<file path="src/rtl/i2c_slave_bit_byte_cnt_pkg.sv">
// ----------------------------------------------------------------------------
// i2c_slave_pkg
// Shared types and constants for the I2C slave bit/byte sequencer.
//   BIT_CNT_W        : width of the per-byte bit counter (covers DATA_BITS 1..15)
//   i2c_cnt_state_e  : sequencer state (IDLE, DATA, ACK)
//   bit_cnt_last()   : bit_cnt value at which the final data bit is counted
// ----------------------------------------------------------------------------
package i2c_slave_pkg;

    localparam int BIT_CNT_W = 4;

    typedef enum logic [1:0] {
        IDLE = 2'd0,
        DATA = 2'd1,
        ACK  = 2'd2
    } i2c_cnt_state_e;

    // Counter value seen on the tick that completes a byte of data_bits bits.
    function automatic logic [BIT_CNT_W-1:0] bit_cnt_last(input int data_bits);
        return BIT_CNT_W'(data_bits - 1);
    endfunction

endpackage

</file>
<file path="src/rtl/i2c_slave_bit_byte_cnt_counter.sv">
// ----------------------------------------------------------------------------
// i2c_slave_bit_byte_cnt_counter
// Generic up-counter with synchronous clear (clear has priority over inc).
// Ports:
//   clk_i   : clock
//   rst_ni  : asynchronous active-low reset
//   clr_i   : synchronous clear to zero
//   inc_i   : increment by one (wraps at 2**COUNTER_WIDTH)
//   cnt_o   : registered count
// ----------------------------------------------------------------------------
module i2c_slave_bit_byte_cnt_counter #(
    parameter int COUNTER_WIDTH = 4
) (
    input  logic                     clk_i,
    input  logic                     rst_ni,
    input  logic                     clr_i,
    input  logic                     inc_i,
    output logic [COUNTER_WIDTH-1:0] cnt_o
);

    logic [COUNTER_WIDTH-1:0] cnt_q, cnt_d;

    always_comb begin
        cnt_d = cnt_q;
        if (clr_i)      cnt_d = '0;
        else if (inc_i) cnt_d = cnt_q + 1'b1;
    end

    always_ff @(posedge clk_i or negedge rst_ni) begin
        if (!rst_ni) cnt_q <= '0;
        else         cnt_q <= cnt_d;
    end

    assign cnt_o = cnt_q;

endmodule

</file>
<file path="src/rtl/i2c_slave_bit_byte_cnt.sv">
// ----------------------------------------------------------------------------
// i2c_slave_bit_byte_cnt
// Bit/byte sequencer for the I2C slave datapath. Counts SCL bit ticks within a
// byte, marks the ACK slot, counts completed bytes per frame and flags the
// last expected byte.
// Optional feature macro: I2C_SLAVE_BYTE_OVF_EN (sticky byte overflow flag).
// Ports:
//   pclk, presetn : clock, asynchronous active-low reset
//   bit_tick      : one pulse per SCL rising edge
//   frame_start   : START / repeated START pulse
//   frame_stop    : STOP pulse
//   cnt_en        : qualifies bit_tick (start/stop act regardless)
//   ovf_clr       : clears the sticky overflow flag
//   bit_cnt       : data bits counted in the current byte
//   byte_cnt      : completed bytes in the current frame
//   byte_done     : one-cycle pulse when the last data bit is counted
//   in_ack        : high during the ACK slot
//   last_byte     : byte_cnt == MAX_BYTES-1
//   busy          : sequencer not idle
//   ovf           : sticky overflow (0 without the optional feature)
// ----------------------------------------------------------------------------
module i2c_slave_bit_byte_cnt
    import i2c_slave_pkg::*;
#(
    parameter int DATA_BITS  = 8,
    parameter int BYTE_CNT_W = 8,
    parameter int MAX_BYTES  = 16
) (
    input  logic                  pclk,
    input  logic                  presetn,
    input  logic                  bit_tick,
    input  logic                  frame_start,
    input  logic                  frame_stop,
    input  logic                  cnt_en,
    input  logic                  ovf_clr,
    output logic [BIT_CNT_W-1:0]  bit_cnt,
    output logic [BYTE_CNT_W-1:0] byte_cnt,
    output logic                  byte_done,
    output logic                  in_ack,
    output logic                  last_byte,
    output logic                  busy,
    output logic                  ovf
);

    if (DATA_BITS < 1 || DATA_BITS > 15) begin : g_bad_data_bits
        $error("DATA_BITS must be within 1..15");
    end
    if (MAX_BYTES < 1 || (BYTE_CNT_W < 31 && MAX_BYTES > (1 << BYTE_CNT_W))) begin : g_bad_max_bytes
        $error("MAX_BYTES must be within 1..2**BYTE_CNT_W");
    end

    localparam logic [BIT_CNT_W-1:0]  LAST_BIT  = bit_cnt_last(DATA_BITS);
    localparam logic [BYTE_CNT_W-1:0] LAST_BYTE = BYTE_CNT_W'(MAX_BYTES - 1);

    i2c_cnt_state_e          state_q;
    logic [BYTE_CNT_W-1:0]   byte_cnt_q;
    logic                    byte_done_q;
    logic                    in_ack_q;
    logic                    busy_q;
    logic [BIT_CNT_W-1:0]    bit_cnt_w;

    // A tick only counts when enabled and no frame event claims the cycle.
    logic tick_ok, data_tick, ack_tick, bit_clr;
    assign tick_ok   = bit_tick & cnt_en & ~frame_start & ~frame_stop;
    assign data_tick = tick_ok & (state_q == DATA);
    assign ack_tick  = tick_ok & (state_q == ACK);
    // Leaving ACK restarts the bit count for the next byte.
    assign bit_clr   = frame_start | frame_stop | ack_tick;

    // Increments only in DATA, so the count holds at DATA_BITS through ACK.
    i2c_slave_bit_byte_cnt_counter #(
        .COUNTER_WIDTH (BIT_CNT_W)
    ) u_bit_cnt (
        .clk_i  (pclk),
        .rst_ni (presetn),
        .clr_i  (bit_clr),
        .inc_i  (data_tick),
        .cnt_o  (bit_cnt_w)
    );

    always_ff @(posedge pclk or negedge presetn) begin
        if (!presetn) begin
            state_q     <= IDLE;
            byte_cnt_q  <= '0;
            byte_done_q <= 1'b0;
            in_ack_q    <= 1'b0;
            busy_q      <= 1'b0;
        end else begin
            byte_done_q <= 1'b0;
            if (frame_stop) begin
                state_q    <= IDLE;
                byte_cnt_q <= '0;
                in_ack_q   <= 1'b0;
                busy_q     <= 1'b0;
            end else if (frame_start) begin
                state_q    <= DATA;
                byte_cnt_q <= '0;
                in_ack_q   <= 1'b0;
                busy_q     <= 1'b1;
            end else if (tick_ok) begin
                case (state_q)
                    DATA: begin
                        if (bit_cnt_w == LAST_BIT) begin
                            state_q     <= ACK;
                            in_ack_q    <= 1'b1;
                            byte_done_q <= 1'b1;
                        end
                    end
                    ACK: begin
                        state_q    <= DATA;
                        in_ack_q   <= 1'b0;
                        byte_cnt_q <= byte_cnt_q + 1'b1;
                    end
                    default: ;
                endcase
            end
        end
    end

    assign bit_cnt   = bit_cnt_w;
    assign byte_cnt  = byte_cnt_q;
    assign byte_done = byte_done_q;
    assign in_ack    = in_ack_q;
    assign busy      = busy_q;
    assign last_byte = (byte_cnt_q == LAST_BYTE);

`ifdef I2C_SLAVE_BYTE_OVF_EN
    // Set when byte MAX_BYTES+1 begins; set beats a same-cycle clear.
    logic ovf_q;
    always_ff @(posedge pclk or negedge presetn) begin
        if (!presetn)                   ovf_q <= 1'b0;
        else if (ack_tick && last_byte) ovf_q <= 1'b1;
        else if (ovf_clr)               ovf_q <= 1'b0;
    end
    assign ovf = ovf_q;
`else
    logic unused_ovf_clr;
    assign unused_ovf_clr = ovf_clr;
    assign ovf            = 1'b0;
`endif

endmodule

</file>
<file path="config.mk">
export PLATFORM = sky130hd
export DESIGN_NAME = i2c_slave_bit_byte_cnt
export DESIGN_NICKNAME = d
export VERILOG_FILES = /design/src/rtl/i2c_slave_bit_byte_cnt_pkg.sv /design/src/rtl/i2c_slave_bit_byte_cnt_counter.sv /design/src/rtl/i2c_slave_bit_byte_cnt.sv
export SDC_FILE = /design/constraint.sdc
export NUM_CORES = 1
export LEC_CHECK = 0
export BUFFER_PORTS_ARGS = -buffer_cell sky130_fd_sc_hd__buf_2
export CAP_MARGIN = 20
export CORE_MARGIN = 5
export CORE_UTILIZATION = 49
export CTS_CLUSTER_SIZE = 20
export DETAILED_ROUTE_END_ITERATION = 6
export PLACE_DENSITY = 0.76
export RECOVER_POWER = 50
export SLEW_MARGIN = 20
export SYNTH_ARGS = -nofsm -noshare
export SYNTH_HDL_FRONTEND = slang
export SYNTH_SLANG_ARGS = --single-unit
</file>
<file path="constraint.sdc">
create_clock -name pclk -period 1.8 [get_ports pclk]
set_clock_uncertainty 0.05 [all_clocks]
set_input_delay 0.36 -clock pclk [delete_from_list [all_inputs] [get_ports pclk]]
set_output_delay 0.36 -clock pclk [all_outputs]
set_load 0.01 [all_outputs]
</file>
Word-level counts from Yosys, hierarchy flattened
Cells that the tools add are included.
{ "op_classes": {"order_cmp": 0, "eq_ne": 5, "div": 0, "add_sub_neg": 2, "shift": 0, "n_mux": 23, "multipliers": 0, "n_reduce_logical": 7, "n_bitwise": 9} }
{ "ops": {"columns": ["operator", "count"], "rows": [
  ["two-way mux 8 bit", 4],
  ["two-way mux 1 bit", 11],
  ["adder 8 x 1 -> 8 bit, second input constant", 1],
  ["equality test 8 x 4 -> 1 bit, second input constant", 1],
  ["two-way mux 2 bit", 4],
  ["two-way mux 4 bit", 2],
  ["nonzero test 3 bit", 2],
  ["bitwise AND 1 bit", 5],
  ["adder 4 x 1 -> 4 bit, second input constant", 1],
  ["equality test 4 x 3 -> 1 bit, second input constant", 1],
  ["!= test 4 x 3 -> 1 bit, second input constant", 1],
  ["case mux 2 bit (2 select lines)", 1],
  ["nonzero test 2 bit", 2],
  ["nonzero test 4 bit", 1],
  ["AND reduction 3 bit", 1],
  ["equality test 2 x 1 -> 1 bit, second input constant", 1],
  ["equality test 2 bit, second input constant", 1],
  ["NOT 1 bit", 2],
  ["bitwise OR 1 bit", 2],
  ["case mux 1 bit (2 select lines)", 1],
  ["AND reduction 2 bit", 1]
]} }
{ "totals": {"elab_cells": 52, "rom_bits": 0, "ram_bits": 0, "latch_bits": 0, "regBits": 17, "output_inout_bits": 17, "n_memories": 0} }

Logic depth before layout (Yosys ltp)
Gate-level depths: netlist of run 1.
{ "depth": {"word_depth": 6, "ltp_mapped": 5, "depth_no_buf": 5} }

By module
A second synthesis of run 1 with hierarchy kept.
{ "hier_totals": {"hier_cells": 88, "area_unflattened_um2": 864.6} }
{ "modules_own_cells": {"columns": ["mod", "instances", "cells_per_inst", "area_per_inst_um2", "seq_area_each_um2"], "rows": [
  ["i2c_slave_bit_byte_cnt", 1, 72, 671.9, 300.3],
  ["i2c_slave_bit_byte_cnt_counter", 1, 16, 192.7, 100.1]
]} }

Worst setup path after synthesis of run 1
Ideal clock, no wire load.
{ "synth_timing": {"path_kind": "register to register", "from": "register state_q[1]", "to": "register byte_cnt_q[6] (netlist: byte_cnt[6])", "path_buffers": 0, "period_less_slack_ps": 1558, "t_arrival_ps": 1430, "slack_ps": 242, "setup_ps": 78, "stages_incl_launch_ff": 5, "required_time_ps": 1672, "cell_sequence": "dfrtp_1 -> ha_1 -> nand3_2 -> or4_1 -> a21oi_1"} }
{ "synth_between": {"elab_chain_cells": 3} }
{ "synth_lines": {"columns": ["element", "line", "source"], "rows": [
  ["start: declaration", "i2c_slave_bit_byte_cnt.sv:55", "i2c_cnt_state_e state_q;"],
  ["start signal: assignment", "i2c_slave_bit_byte_cnt.sv:83", "state_q <= IDLE;"],
  ["start signal: assignment", "i2c_slave_bit_byte_cnt.sv:91", "state_q <= IDLE;"],
  ["start signal: assignment", "i2c_slave_bit_byte_cnt.sv:96", "state_q <= DATA;"],
  ["equality test 2 bit", "i2c_slave_bit_byte_cnt.sv:101", "case (state_q)"],
  ["nonzero test 3 bit (no source line)", null, null],
  ["AND reduction 2 bit (no source line)", null, null],
  ["end signal: assignment", "i2c_slave_bit_byte_cnt.sv:112", "byte_cnt_q <= byte_cnt_q + 1'b1;"],
  ["end: declaration", "i2c_slave_bit_byte_cnt.sv:56", "logic [BYTE_CNT_W-1:0] byte_cnt_q;"]
]} }
No other way between the ends.
A chain may end at the register's enable or synchronous reset.

Worst setup path in the final report of run 1
{ "layout_timing": {"from": "register byte_cnt_q[5] (netlist: byte_cnt[5])", "to": "output port last_byte"} }
{ "layout_between": {"elab_chain_cells": 1} }
{ "layout_lines": {"columns": ["element", "line", "source"], "rows": [
  ["equality test 8 x 4 -> 1 bit", "i2c_slave_bit_byte_cnt.sv:125", "assign last_byte = (byte_cnt_q == LAST_BYTE);"],
  ["end: declaration", "i2c_slave_bit_byte_cnt.sv:40", "output logic last_byte,"]
]} }
No other way between the ends.

==> results of run 1 <==
[logic make-up (layout without fill, tap and decap cells)]
family	after synthesis	count (layout)	share of synthesized area (%)
adders and majority gates	4	4	5.93
DFF	16	16	47.4
muxes	4	4	4.89
AOI/OAI and AO/OA	17	17	11.4
and+or+nand+nor	35	35	23.3
buffers and inverters	9	37	4.59
other	1	1	0.444
xor gates and xnor gates	2	2	2.07
[through the flow]
| step | instances | setup slack (ps) | area (sq um) | hold WS, ps | setup TNS, ps |
|---|---|---|---|---|---|
| 5_1_grt | 133 | -131 | 1030 | 233 | -131 |
| 3_3_place_gp | 126 | 149 | 977 | 246 | 0 |
| 2_1_floorplan | 88 | 242 | 845 | 14.4 | 0 |
| 3_5_place_dp | 126 | 119 | 977 | 249 | 0 |
| 6_report | 133 | -75.1 | 1030 | 225 | -75.1 |
| 4_1_cts | 133 | -95.5 | 1040 | 221 | -95.5 |
[timing repair]
action	in CTS	in global routing
hold endpoints to repair	16	0
buffers inserted	2	0
pin swaps	0	0
endpoints found under the setup margin	1	1
hold buffers	1	0
[final timing paths]
kind / start / endpoint / slack, ps / depth (start not counted)
worst max-delay path: byte_cnt[5] / last_byte / -80 / 3
worst min-delay path: frame_stop / busy / 220 / 2
worst max register to register: byte_cnt[0] / byte_cnt[6] / 210 / 4
worst min register to register: busy / busy / 450 / 2
max in group asynchronous: presetn / byte_cnt[3] / 520 / 2
min in group asynchronous: presetn / busy / 640 / 2
[critical path: cells and delay by family, from the launching register on]
family | cells | cell delay [ps]
and+or+nand+nor | 2 | 650
DFF | 1 | 390
buffers and inverters | 1 | 140
[where the power goes]
| part | leakage, nW | switching [mW] | total [mW] | internal [mW] |
|---|---|---|---|---|
| registers | 0.221 | 0.00239 | 0.365 | 0.363 |
| logic | 0.245 | 0.0304 | 0.0454 | 0.0150 |
| clock network | 0.0210 | 0.115 | 0.238 | 0.123 |
[sequential cells by signal, summed over array words and instances (netlist names)]
| name | flops |
|---|---|
| byte_done | 1 |
| byte_cnt | 8 |
| u_bit_cnt.cnt_o | 4 |
| state_q | 2 |
| busy | 1 |
[per-layer routing]
| layer | up-vias | track usage [%] | wire (um) |
|---|---|---|---|
| met5 | - | 0 | 0 |
| met4 | 0 | 1.31 | 0 |
| met3 | 0 | 5.73 | 120 |
| met2 | 26 | 26.9 | 827 |
| met1 | 352 | 20.0 | 811 |
| li1 | 370 | - | - |
[area by class of cell]
cell class / count / area [sq um]
clock buffers: 4 / 36.3
fillers: 161 / 658
inverters: 6 / 22.5
multi-input cells: 63 / 405
flip-flops and latches: 16 / 400
well taps: 17 / 21.3
repair buffers: 27 / 145
[cell usage in the layout (no fill, tap or decap), drive strengths merged, types with 2 or more instances in the layout]
cell type / synthesis / layout
nand4: 3 / 3
or3: 6 / 6
inv: 6 / 6
xor2: 2 / 2
o31ai: 3 / 3
a21oi: 8 / 8
o21ai: 5 / 5
nand2: 4 / 4
buf: 2 / 20
clkbuf: 1 / 10
dfrtp: 16 / 16
mux2i: 3 / 3
nand3: 4 / 4
ha: 4 / 4
nor2: 9 / 9
or4: 4 / 4
==> results.yml, run 1 <==
status:
  status: "complete, but fails checks"
  violations: "negative setup slack"
die:
  ios: 24
  initial_core_util_pct: 50.0
  rows: 15
  core_sq_um: 1690
  dieArea_sq_um: 2650
  die_y_um: 51.5
  die-width_um: 51.5
logic_synthesis:
  synthMostInstantiatedCell: "dfrtp_1"
  synth-edff-count: 0
  synth_area_leaders: "dfrtp_1, ha_1, a21oi_1, or3_1, nor2_1"
  synth_cell_types: 26
  yosys.area.top_type: "dfrtp_1"
  avgSynthCellArea_sq_um: 9.60
  async_flop_share_pct: 100
  synthTopCellsByCount: "dfrtp_1, nor2_1, a21oi_1"
  yosysWarnings: 0
  ys_seq_elements: 16
  synthCells: 88
  syn_area_sq_um: 845
  synth_flop_cell: "dfrtp_1"
  synth_nets: 99
  synth_top_area_share_pct: 47.4
  synth-seq-area-share_pct: 47.4
worst_setup_path:
  crit_type: "reg2out"
  cp.required_ps: 1390
  end_kind: "output port"
  cp.arrival_ps: 1470
  cpPeakStageDelay_ps: 540
  slowest_stage: "or4_1"
  critPathLaunchType: "flip-flop"
  cp_max_fo: 2
  path_cells: "or4_1 -> nor2_1 -> buf_2"
clock_tree:
  cts_buffers: 3
  cts_resized: 0
  clk_pin_slew_worst_paths_ps: 100
  htreeDepth: 1
  cts.path.max_buffers: 2
  cts_tree: "yes"
  cts-root-buf: "clkbuf_4"
  cts_sinks: 16
  clk_latency_ps: 290
routing:
  drtPass1Iterations: 4
  vias: 748
  drt_iter0_drc: 9
  avgViaCountPerCell: 5.62
  drt-total-wl_mm: 1.76
  avgRoutedWirePerCell_um: 13.2
  drc: 0
  ant_nets: 0
sta:
  min_period_over_period_pct: 104
  timing_hold_violations_final: 0
  max_freq_mhz: 533
  relSlewSlack_pct: 41.9
  slew_violations: 0
  timing.final.ws_setup_ps: -75.1
  min_period_ps: 1880
  setup_viol: 1
  tightestPinTransition_ps: 872
  rsz0062_at_grt: "yes"
power:
  p_leak_nw: 0.486
  powerDensity_nw_per_um2: 629
  power_mw: 0.648
  ir_drop_mv: 0.448
final_layout:
  drive_gt1_share_pct: 22.4
  diodes: 0
  area_growth_pct: 22.1
  final_nets: 128
  post-route-util_pct: 61.0
placement:
  dp_hpwl_mm: 1.31
  port_buffers: 21
  gp_congestion: 0.763
global_routing:
  grt_pass1_wl_mm: 3.29
  overflow: 0
  grt_usage_pct: 15.8
  grt_pass1_vias: 763
  grt_max_degree: 17
  grt_antenna_before_repair: 0
run:
  cap_violations: 0
hold_path:
  hold_class: "in2reg"
Power figures use the tool's default switching activity.
==> inputs of run 2 (changes only) <==
--- a/config.mk
+++ b/config.mk
@@ -13,6 +13,7 @@
 export DETAILED_ROUTE_END_ITERATION = 6
 export PLACE_DENSITY = 0.76
 export RECOVER_POWER = 50
+export REMOVE_ABC_BUFFERS = 1
 export SLEW_MARGIN = 20
 export SYNTH_ARGS = -nofsm -noshare
 export SYNTH_HDL_FRONTEND = slang
==> results.yml, run 2 (same netlist as run 1, synthesis figures left out) <==
status:
  status: "complete, but fails checks"
  violations: "negative setup slack"
global_routing:
  grt_pass1_vias: 730
  grt_antenna_before_repair: 0
  grt_pass1_wl_mm: 3.15
  overflow: 0
  grt_max_degree: 17
  grt_usage_pct: 15.7
sta:
  rsz0062_at_grt: "yes"
  fin_tns_setup_ps: -34.9
  tightestPinTransition_ps: 846
  timing.final.ws_setup_ps: -34.9
  min_period_over_period_pct: 102
  setup_viol: 1
  timing_hold_violations_final: 0
  max_freq_mhz: 545
  min_period_ps: 1830
  relSlewSlack_pct: 43.6
  slew_violations: 0
power:
  powerDensity_nw_per_um2: 585
  p_leak_nw: 0.479
  ir_drop_mv: 0.426
clock_tree:
  htreeDepth: 1
  cts_sinks: 16
  cts.path.max_buffers: 2
  cts-root-buf: "clkbuf_4"
  clk_latency_ps: 290
  cts_tree: "yes"
  clk_pin_slew_worst_paths_ps: 90
  cts_buffers: 3
run:
  cap_violations: 0
worst_setup_path:
  crit_cells: 3
  cpPeakStageDelay_ps: 520
  critical_path.top_delay_family: "simple AND/OR/NAND/NOR gates"
  cp.arrival_ps: 1420
  cp.required_ps: 1390
  path_cells: "or4_1 -> nor2_1 -> buf_2"
  end_kind: "output port"
  crit_type: "reg2out"
  slowest_stage: "or4_1"
  crit_buf_inv: 1
  regToRegStartpoint: "byte_cnt[0]"
  critPathLaunchType: "flip-flop"
  critPathLaunch: "byte_cnt[4]"
  cp_max_fo: 2
  reg2reg_depth: 4
placement:
  port_buffers: 21
  place_ws_ps: 61.9
  dp_hpwl_mm: 1.33
  gp_congestion: 0.681
  place_area_sq_um: 977
die:
  core_sq_um: 1690
  die-width_um: 51.5
  initial_core_util_pct: 50.0
  die_y_um: 51.5
  rows: 15
  dieArea_sq_um: 2650
  ios: 24
final_layout:
  final_cell_mix: "dfrtp_1, buf_2, nor2_1"
  final_nets: 128
  final-seq-area_sq_um: 400
  area_growth_pct: 20.4
  stdcell_area_sq_um: 1020
  diodes: 0
  final_common_cell: "dfrtp_1"
  drive_gt1_share_pct: 21.7
  fillers: 153
  largest_register_ffs: 8
  multiInputGateArea_sq_um: 405
routing:
  vias: 754
  ant_nets: 0
  drtPass1Iterations: 4
  avgViaCountPerCell: 5.71
  drc: 0
  drt_iter0_drc: 7
  drt-total-wl_mm: 1.78
  avgRoutedWirePerCell_um: 13.5
hold_path:
  hold_class: "in2reg"
  min-delay-start: "frame_stop"
  holdPathStages: 2
run 2: per-layer routing:
metal / up-vias / track usage (%) / wire, um
li1: 374 / - / -
met1: 349 / 19.8 / 788
met2: 26 / 25.6 / 842
met3: 5 / 3.15 / 114
met4: 0 / 7.42 / 37
met5: - / 0 / 0
run 2: final timing paths:
path / slack (ps) / to
max: -30 / last_byte
min: 240 / busy
max reg2reg: 170 / byte_cnt[6]
min reg2reg: 450 / busy
max in group asynchronous: 540 / busy
min in group asynchronous: 640 / byte_cnt[7]
run 2: per-stage QoR:
step / instances / util (%) / hold WS [ps] / total power [mW]
CTS: 132 / 60.7 / 241 / 0.598
finish: 132 / 60.2 / 244 / 0.596
detailed placement: 126 / 57.9 / 240 / 0.418
global route: 132 / 60.2 / 260 / 0.618
global placement: 126 / 57.9 / 245 / 0.416
floorplan: 85 / - / 14.4 / 0.392
run 2: power breakdown:
part           switching (mW)  internal (mW)
logic                  0.0303         0.0150
registers             0.00259          0.363
clock network           0.107         0.0777
total                   0.140          0.455
run 2: final cells by class:
cell class,count,share of cell area [%]
tap,17,2.09
timing repair buffer,27,14.3
sequential,16,39.4
clock buffer,3,2.21
inverter,6,2.21
multi-input combinational,63,39.9
run 2: what timing repair did:
item	in CTS	in global routing
setup endpoints to repair	1	1
hold endpoints to repair	16	0
setup buffers	2	0
hold buffers	1	0
pin swaps	1	0
gates resized for setup	0	0
==> inputs of run 3 (changes only) <==
--- a/config.mk
+++ b/config.mk
@@ -6,10 +6,8 @@
 export NUM_CORES = 1
 export LEC_CHECK = 0
 export BUFFER_PORTS_ARGS = -buffer_cell sky130_fd_sc_hd__buf_2
-export CAP_MARGIN = 20
 export CORE_MARGIN = 5
 export CORE_UTILIZATION = 49
-export CTS_CLUSTER_SIZE = 20
 export DETAILED_ROUTE_END_ITERATION = 6
 export PLACE_DENSITY = 0.76
 export RECOVER_POWER = 50
==> constraint.sdc (replaced) <==
create_clock -name pclk -period 1.9 [get_ports pclk]
set_clock_uncertainty 0.05 [all_clocks]
set_input_delay 0.38 -clock pclk [delete_from_list [all_inputs] [get_ports pclk]]
set_output_delay 0.38 -clock pclk [all_outputs]
set_load 0.01 [all_outputs]
==> results.yml, run 3 (same netlist as run 1, synthesis figures left out) <==
status:
  status: "completed"
clock_tree:
  clk_pin_slew_worst_paths_ps: 90
  cts-root-buf: "clkbuf_4"
  cts_sinks: 16
  cts.path.max_buffers: 2
  cts_buffers: 3
  cts_tree: "yes"
  htreeDepth: 1
  clk_latency_ps: 280
power:
  p_leak_nw: 0.481
  powerDensity_nw_per_um2: 597
  power_mw: 0.611
  ir_drop_mv: 0.534
die:
  core_sq_um: 1690
  dieArea_sq_um: 2650
  die_y_um: 51.5
  rows: 15
  die-width_um: 51.5
  ios: 24
  initial_core_util_pct: 50.0
worst_setup_path:
  path_cells: "or4_4 -> nor2_2 -> buf_2"
  critPathLaunchType: "flip-flop"
  cp.arrival_ps: 1470
  regToRegStartpoint: "state_q[0]"
  cpPeakStageDelay_ps: 530
  critical_path.top_delay_family: "simple AND/OR/NAND/NOR gates"
  slowest_stage: "or4_4"
  crit_buf_inv: 1
  rrSetupSlack_ps: 180
  end_kind: "output port"
  cp_max_fo: 5
  worstReg2RegEnd: "byte_cnt[6]"
  reg2reg_depth: 5
  crit_type: "reg2out"
  cp.required_ps: 1470
final_layout:
  stdcell_area_sq_um: 1020
  drive_gt1_share_pct: 23.7
  area_growth_pct: 21.2
  fillers: 153
  diodes: 0
  largest_register_ffs: 8
  post-route-util_pct: 60.6
  final_nets: 126
  final_cell_mix: "dfrtp_1, buf_2, a21oi_1, nor2_1"
global_routing:
  grt_max_degree: 17
  grt_usage_pct: 13.2
  grt_antenna_before_repair: 0
  grt_pass1_wl_mm: 2.70
  grt_pass1_vias: 664
  overflow: 0
routing:
  avgViaCountPerCell: 5.59
  vias: 732
  avgRoutedWirePerCell_um: 13.0
  ant_nets: 0
  drt-total-wl_mm: 1.70
  drc: 0
  drt_iter0_drc: 13
  drtPass1Iterations: 4
sta:
  min_period_ps: 1900
  relSlewSlack_pct: 42.7
  fin_tns_setup_ps: 0
  setup_viol: 0
  min_period_over_period_pct: 99.9
  timing_hold_violations_final: 0
  max_freq_mhz: 527
  rsz0062_at_grt: "yes"
  slew_violations: 0
  tightestPinTransition_ps: 859
  timing.final.ws_setup_ps: 1.36
placement:
  place_ws_ps: 157
  place_area_sq_um: 962
  dp_hpwl_mm: 1.28
  gp_congestion: 0.682
  port_buffers: 21
hold_path:
  hold_class: "in2reg"
  whs_endpoint: "busy"
  holdPathStages: 2
  min-delay-start: "frame_stop"
run:
  cap_violations: 0
run 3: cell types whose count changed in the layout (fill, tap and decap cells not counted), sizes merged:
cell | previous run | this run
buf | 20 | 19
run 3: metal layers:
metal,vias to the layer above,part of all wire [%],GRT usage (%)
li1,364,-,-
met4,0,0.47,5.24
met3,2,3.5,2.58
met1,350,47,16.8
met2,16,49,22.0
met5,-,0,0
run 3: worst max path at each step:
stage	slack, ps	startpoint	to	cells after the start
2_1_floorplan	340	state_q[1]	byte_cnt[6]	4
3_3_place_gp	190	frame_stop	state_q[0]	4
3_5_place_dp	160	frame_stop	state_q[0]	4
4_1_cts	4	byte_cnt[4]	last_byte	3
5_1_grt	-70	byte_cnt[4]	last_byte	3
6_report	1	byte_cnt[4]	last_byte	3
run 3: worst register-to-register path, cell delays in order, from the launching register on:
cell and delay, ps:
dfrtp_1 410, inv_1 60, ha_1 240, nand3_2 220
or4_1 520, a21oi_1 150
run 3: cell type report:
cell class	count	area [sq um]	share of cell area, %
inverter	6	22.5	2.20
clock buffer	4	36.3	3.55
tap	17	21.3	2.08
timing repair buffer	25	131	12.8
sequential	16	400	39.1
multi-input combinational	63	412	40.2
run 3: what timing repair did:
action	in CTS	in global routing
resized for setup	0	2
hold buffers	1	0
hold endpoints to repair	16	0
endpoints found under the setup margin	0	1
buffers inserted	0	2
run 3: through the flow:
| stage | hold WS (ps) | cells |
|---|---|---|
| final | 257 | 131 |
| after global routing | 267 | 131 |
| after CTS | 250 | 129 |
| after detailed placement | 261 | 124 |
| after global placement | 266 | 124 |
| after floorplan | 34.4 | 85 |
run 3: report_power, final:
group / leakage (nW) / switching (mW) / internal (mW)
sequential: 0.221 / 0.00237 / 0.344
combinational: 0.239 / 0.0283 / 0.0139
clock: 0.0210 / 0.106 / 0.117
total: 0.481 / 0.136 / 0.474
